===== config.mk =====
export PLATFORM = sky130hd
export DESIGN_NAME = user_io_arbiter
export DESIGN_NICKNAME = d
export VERILOG_FILES = /design/src/rtl/user_io_arbiter.sv
export SDC_FILE = /design/constraint.sdc
export NUM_CORES = 1
export LEC_CHECK = 0
export CAP_MARGIN = 20
export CORE_ASPECT_RATIO = 0.8
export CORE_MARGIN = 2
export CORE_UTILIZATION = 43
export DETAILED_ROUTE_END_ITERATION = 8
export PLACE_DENSITY_LB_ADDON = 0.1
export SYNTH_ARGS = -nofsm -noshare
export SYNTH_HDL_FRONTEND = slang
export SYNTH_SLANG_ARGS = --single-unit

===== constraint.sdc =====
create_clock -name CLK -period 3 [get_ports CLK]
set_input_delay 0.9 -clock CLK [delete_from_list [all_inputs] [get_ports CLK]]
set_output_delay 0.9 -clock CLK [all_outputs]
set_load 0.1 [all_outputs]

===== src/rtl/user_io_arbiter.sv =====
// user_io_arbiter
//   Shares the S-edge IO tile user output word (UOUT) between NREQ fabric-side
//   requesters. One requester owns the output at a time. Ownership is granted
//   round-robin. A burst ends on the owner's last beat, after MAX_BURST
//   accepted beats, or after IDLE_TIMEOUT granted cycles with no accepted beat.
//   The asynchronous user input word UIN is also brought into the CLK domain.
//
// Ports
//   CLK         fabric clock
//   resetn      asynchronous active-low reset
//   req_valid   per-requester word valid
//   req_last    per-requester last beat of burst (qualified by req_valid)
//   req_data    requester i data in bits [i*WIDTH +: WIDTH]
//   req_ready   per-requester accept (only the owner can see a 1)
//   grant       one-hot current owner, all-zero when idle
//   busy        high while a grant is held
//   UOUT        registered word to the user project
//   uout_valid  UOUT holds an unconsumed word
//   uout_ready  user project accepts UOUT
//   UIN         asynchronous user input word
//   uin_sync    UIN after a 2-flop synchroniser
module user_io_arbiter #(
    parameter int unsigned WIDTH        = 20,
    parameter int unsigned NREQ         = 4,
    parameter int unsigned MAX_BURST    = 8,
    parameter int unsigned IDLE_TIMEOUT = 4
) (
    input  logic                    CLK,
    input  logic                    resetn,
    input  logic [NREQ-1:0]         req_valid,
    input  logic [NREQ-1:0]         req_last,
    input  logic [NREQ*WIDTH-1:0]   req_data,
    output logic [NREQ-1:0]         req_ready,
    output logic [NREQ-1:0]         grant,
    output logic                    busy,
    output logic [WIDTH-1:0]        UOUT,
    output logic                    uout_valid,
    input  logic                    uout_ready,
    input  logic [WIDTH-1:0]        UIN,
    output logic [WIDTH-1:0]        uin_sync
);

    localparam int unsigned   PW       = (NREQ > 1) ? $clog2(NREQ) : 1;
    localparam logic [7:0]    MAXB     = 8'(MAX_BURST);
    localparam logic [7:0]    IDLE_LIM = 8'(IDLE_TIMEOUT);
    localparam logic [PW-1:0] LAST_IDX = PW'(NREQ - 1);

    typedef enum logic {
        ST_IDLE,
        ST_GRANT
    } state_t;

    state_t            state_q, state_d;
    logic [PW-1:0]     ptr_q, ptr_d;
    logic [PW-1:0]     owner_q, owner_d;
    logic [NREQ-1:0]   grant_q, grant_d;
    logic [7:0]        beat_q, beat_d;
    logic [7:0]        idle_q, idle_d;
    logic [WIDTH-1:0]  uout_q, uout_d;
    logic              uvalid_q, uvalid_d;
    logic [WIDTH-1:0]  sync1_q, sync2_q;

    logic              pick_found;
    logic [PW-1:0]     pick_idx;
    logic [PW:0]       cand;
    logic [WIDTH-1:0]  sel_data;
    logic              sel_valid;
    logic              sel_last;
    logic              out_free;
    logic              xfer;
    logic              rel;

    // Round-robin pick: scan ptr, ptr+1, ... (mod NREQ); first asserted valid wins.
    always_comb begin
        pick_found = 1'b0;
        pick_idx   = '0;
        cand       = '0;
        for (int unsigned k = 0; k < NREQ; k++) begin
            cand = {1'b0, ptr_q} + (PW+1)'(k);
            if (cand >= (PW+1)'(NREQ)) begin
                cand = cand - (PW+1)'(NREQ);
            end
            for (int unsigned i = 0; i < NREQ; i++) begin
                if (!pick_found && req_valid[i] && (cand == (PW+1)'(i))) begin
                    pick_found = 1'b1;
                    pick_idx   = PW'(i);
                end
            end
        end
    end

    // Owner's lane.
    always_comb begin
        sel_data  = '0;
        sel_valid = 1'b0;
        sel_last  = 1'b0;
        for (int unsigned i = 0; i < NREQ; i++) begin
            if (owner_q == PW'(i)) begin
                sel_data  = req_data[i*WIDTH +: WIDTH];
                sel_valid = req_valid[i];
                sel_last  = req_last[i];
            end
        end
    end

    // The output register can take a word when empty or being drained this cycle.
    assign out_free = ~uvalid_q | uout_ready;
    assign xfer     = (state_q == ST_GRANT) & sel_valid & out_free;

    always_comb begin
        state_d  = state_q;
        ptr_d    = ptr_q;
        owner_d  = owner_q;
        grant_d  = grant_q;
        beat_d   = beat_q;
        idle_d   = idle_q;
        uout_d   = uout_q;
        uvalid_d = uvalid_q;
        rel      = 1'b0;

        // Output register drains independently of ownership changes.
        if (uvalid_q && uout_ready) begin
            uvalid_d = 1'b0;
        end
        if (xfer) begin
            uout_d   = sel_data;
            uvalid_d = 1'b1;
        end

        unique case (state_q)
            ST_IDLE: begin
                if (pick_found) begin
                    state_d = ST_GRANT;
                    owner_d = pick_idx;
                    beat_d  = '0;
                    idle_d  = '0;
                    for (int unsigned i = 0; i < NREQ; i++) begin
                        grant_d[i] = (pick_idx == PW'(i));
                    end
                end
            end
            ST_GRANT: begin
                if (xfer) begin
                    beat_d = beat_q + 8'd1;
                    idle_d = '0;
                    rel    = sel_last | ((beat_q + 8'd1) == MAXB);
                end else begin
                    idle_d = idle_q + 8'd1;
                    rel    = ((idle_q + 8'd1) == IDLE_LIM);
                end
                if (rel) begin
                    state_d = ST_IDLE;
                    grant_d = '0;
                    ptr_d   = (owner_q == LAST_IDX) ? '0 : owner_q + PW'(1);
                end
            end
            default: begin
                state_d = ST_IDLE;
                grant_d = '0;
            end
        endcase
    end

    always_ff @(posedge CLK or negedge resetn) begin
        if (!resetn) begin
            state_q  <= ST_IDLE;
            ptr_q    <= '0;
            owner_q  <= '0;
            grant_q  <= '0;
            beat_q   <= '0;
            idle_q   <= '0;
            uout_q   <= '0;
            uvalid_q <= 1'b0;
        end else begin
            state_q  <= state_d;
            ptr_q    <= ptr_d;
            owner_q  <= owner_d;
            grant_q  <= grant_d;
            beat_q   <= beat_d;
            idle_q   <= idle_d;
            uout_q   <= uout_d;
            uvalid_q <= uvalid_d;
        end
    end

    always_ff @(posedge CLK or negedge resetn) begin
        if (!resetn) begin
            sync1_q <= '0;
            sync2_q <= '0;
        end else begin
            sync1_q <= UIN;
            sync2_q <= sync1_q;
        end
    end

    assign grant      = grant_q;
    assign busy       = (state_q == ST_GRANT);
    assign req_ready  = grant_q & {NREQ{out_free}};
    assign UOUT       = uout_q;
    assign uout_valid = uvalid_q;
    assign uin_sync   = sync2_q;

endmodule


==> run metrics <==
total CTS buffers=9; synth top area cells=dfrtp_1 54%, a21oi_1 5.1%, nand2_1 4.8%, a221oi_1 3.1%, o21ai_0 2.8%; post-synthesis xor/xnor area fraction=1.534%; CTS max path bufs=2; hold crit path type=flop to flop; antenna-violating nets left=0; worst vdd ir=0.6204 mV; Resize count post-CTS=0; vias in the first global route=3,307; drt pass-1 iters=4; CTS tree=built; Setup CP Type=primary input to output pin; Compound-Gate Fraction of Synth Area=19.44%; area growth from synthesis to layout=49.19%; synthesized area=0.003996 mm²; yosys warns=0; Yosys cell types=46; worst clock skew=4.275 ps; CP max stage cell=clkdlybuf4s50_1; Synth async-reset ratio=100.0%; clock-pin slew on the worst setup and hold paths=70 ps; Peak Freq=353.5 MHz; ANT cells=0; synthesis-stage register bit count=86; Yosys top cell area share=53.85%; I/O Buffers=160; CP cell instances=clkdlybuf4s50_1 > nand2b_1 > and2_1 > buf_12; endpoints failing setup=0; unrepaired setup endpoints after global routing=false; Fin. Hold Viols=0; hold_buf cts=0; DR vias/cell=5.194; largest net degree at the start of global routing=48; GRT overflow=0; die area=0.01009 mm²; min cycle time layout=2829 ps; overall global routing resource usage=20.62%; Max FO, Critical Path=5; area share of and/or/nand/nor cells after synthesis=18.32%; Nets=678; Mapped Cells=402; Slew Viols, Final=0; EDFF count, synth=0; Synth Flop Type=dfrtp_1; Vias=3,532; Worst setup SP type=primary input; Post-Synth Adder-Cell Area=2.192%; DRC violations left=0; pwr dens=1063 mW/mm²; Syn Area/Cell=9.941 µm²; H-Tree Depth=3; top-count cell post-synth=dfrtp_1; initial antenna violation count=0; first-pass GRT wire length=16,660 µm; DP HPWL=7659 µm; area leader, netlist=dfrtp_1; # clock sinks=86; Syn Nets=520; status=completed; Lkg Pwr=2.616 nW; num rows=31; sequential area share after synthesis=53.85%; period utilization=94.29%; CORE AREA=0.009037 mm²; GPL Wtd Cong=0.8396; Post-Route Setup TNS=0 ps; Die Ht=90.23 µm; main combinational cell family by area after synthesis=compound AO/OA/AOI/OAI gates; CP Capture Type=output pin; Slew @ Worst Pin=604.3 ps; Clk Latency, worst-skew pair=340 ps; layout cell share with drive strength beyond 1=17.52%; portion of netlist area occupied by mux cells=1.002%; Wirelength per Cell=15.26 µm; die width=111.8 µm; Synth top cells by count=86 x dfrtp_1, 51 x nand2_1, 41 x a21oi_1; Relative slew margins=59.71%; final cell utilization of the core=65.97%; io pins=161; CP arrival=1930 ps; crit-path max cell delay=440 ps; Max-Cap Viols=0; clock root buffer=clkbuf_16; post-CTS setup buffers=0; Worst EP required=2100 ps; Routed WL=10,380 µm; initial drt markers=133; Starting Density=44.22%
==> layer usage <==
layer  track usage (%)  wire length (µm)
met2             33.03              4913
met3             6.136               667
met1             27.46              4641
met4             5.556               154
met5                 0                 0
==> cell families after synthesis <==
logic type	Yosys count
flip-flops	86
XOR/XNOR	7
AND/OR/NAND/NOR	144
buffers and inverters	34
adder cells (fa/ha/maj)	7
AO/OA/AOI/OAI	121
multiplexers	3
==> area by class of cell <==
type                            instances  area [µm²]
Tap cell                              115       143.9
Sequential cell                        86        2152
Timing Repair Buffer                  175        1649
Clock buffer                            9       225.2
Clock inverter                          7       71.32
Inverter                                6       22.52
Multi-Input combinational cell        282        1698
Fill cell                             724        3075
==> report_power, final <==
group / internal [mW] / switching (mW)
clock network: 0.591 / 0.525
logic: 1.13 / 2.46
registers: 1.42 / 0.206
total: 3.14 / 3.20
==> final timing paths <==
kind	from	endpoint	slack, ps	depth (start not counted)
setup reg to reg	owner_q[0]	ptr_q[1]	520	8
min in group asynchronous	resetn	uin_sync[5]	570	1
hold / removal	sync1_q[18]	uin_sync[18]	350	0
max in group asynchronous	resetn	UOUT[5]	1800	2
hold reg to reg	sync1_q[18]	uin_sync[18]	350	0
setup / recovery	uout_ready	req_ready[3]	170	4
==> metrics by stage <==
step / cell area, µm² / power, mW / std cells / hold slack (ps) / setup WS [ps]
after floorplan: 3996 / 4.363 / 402 / 331.2 / 184.6
after global placement: 5665 / 5.200 / 664 / 331.2 / 192.6
after detailed placement: 5665 / 5.263 / 664 / 334.7 / 149.2
after CTS: 5962 / 6.394 / 680 / 350.8 / 157.4
after global routing: 5962 / 6.724 / 680 / 354.0 / 104.1
final: 5962 / 6.337 / 680 / 346.9 / 171.3
==> cell usage in the layout, fill, tap and decap left out, types with 8 or more instances in the layout <==
master and n:
dfrtp_1 86, nand3_1 8, nor2_1 21, buf_4 61, o21ai_0 22, nor3_1 16, nor2b_1 17, a21oi_1 41
o21ai_1 17, a221oi_1 14, clkbuf_16 9, nand2_1 51, clkdlybuf4s50_1 109
==> registers in the layout, indices dropped and copies added, names as in the netlist, 2 cells and up <==
name	flops
owner_q	2
ptr_q	2
beat_q	8
grant	4
uin_sync	20
idle_q	8
UOUT	20
sync1_q	20
==> critical path, delay by kind of cell <==
| kind | cells | cell delay [ps] |
|---|---|---|
| buf+inv | 2 | 620 |
| simple gates | 2 | 400 |
No activity file was read; power rests on OpenSTA's default activity.
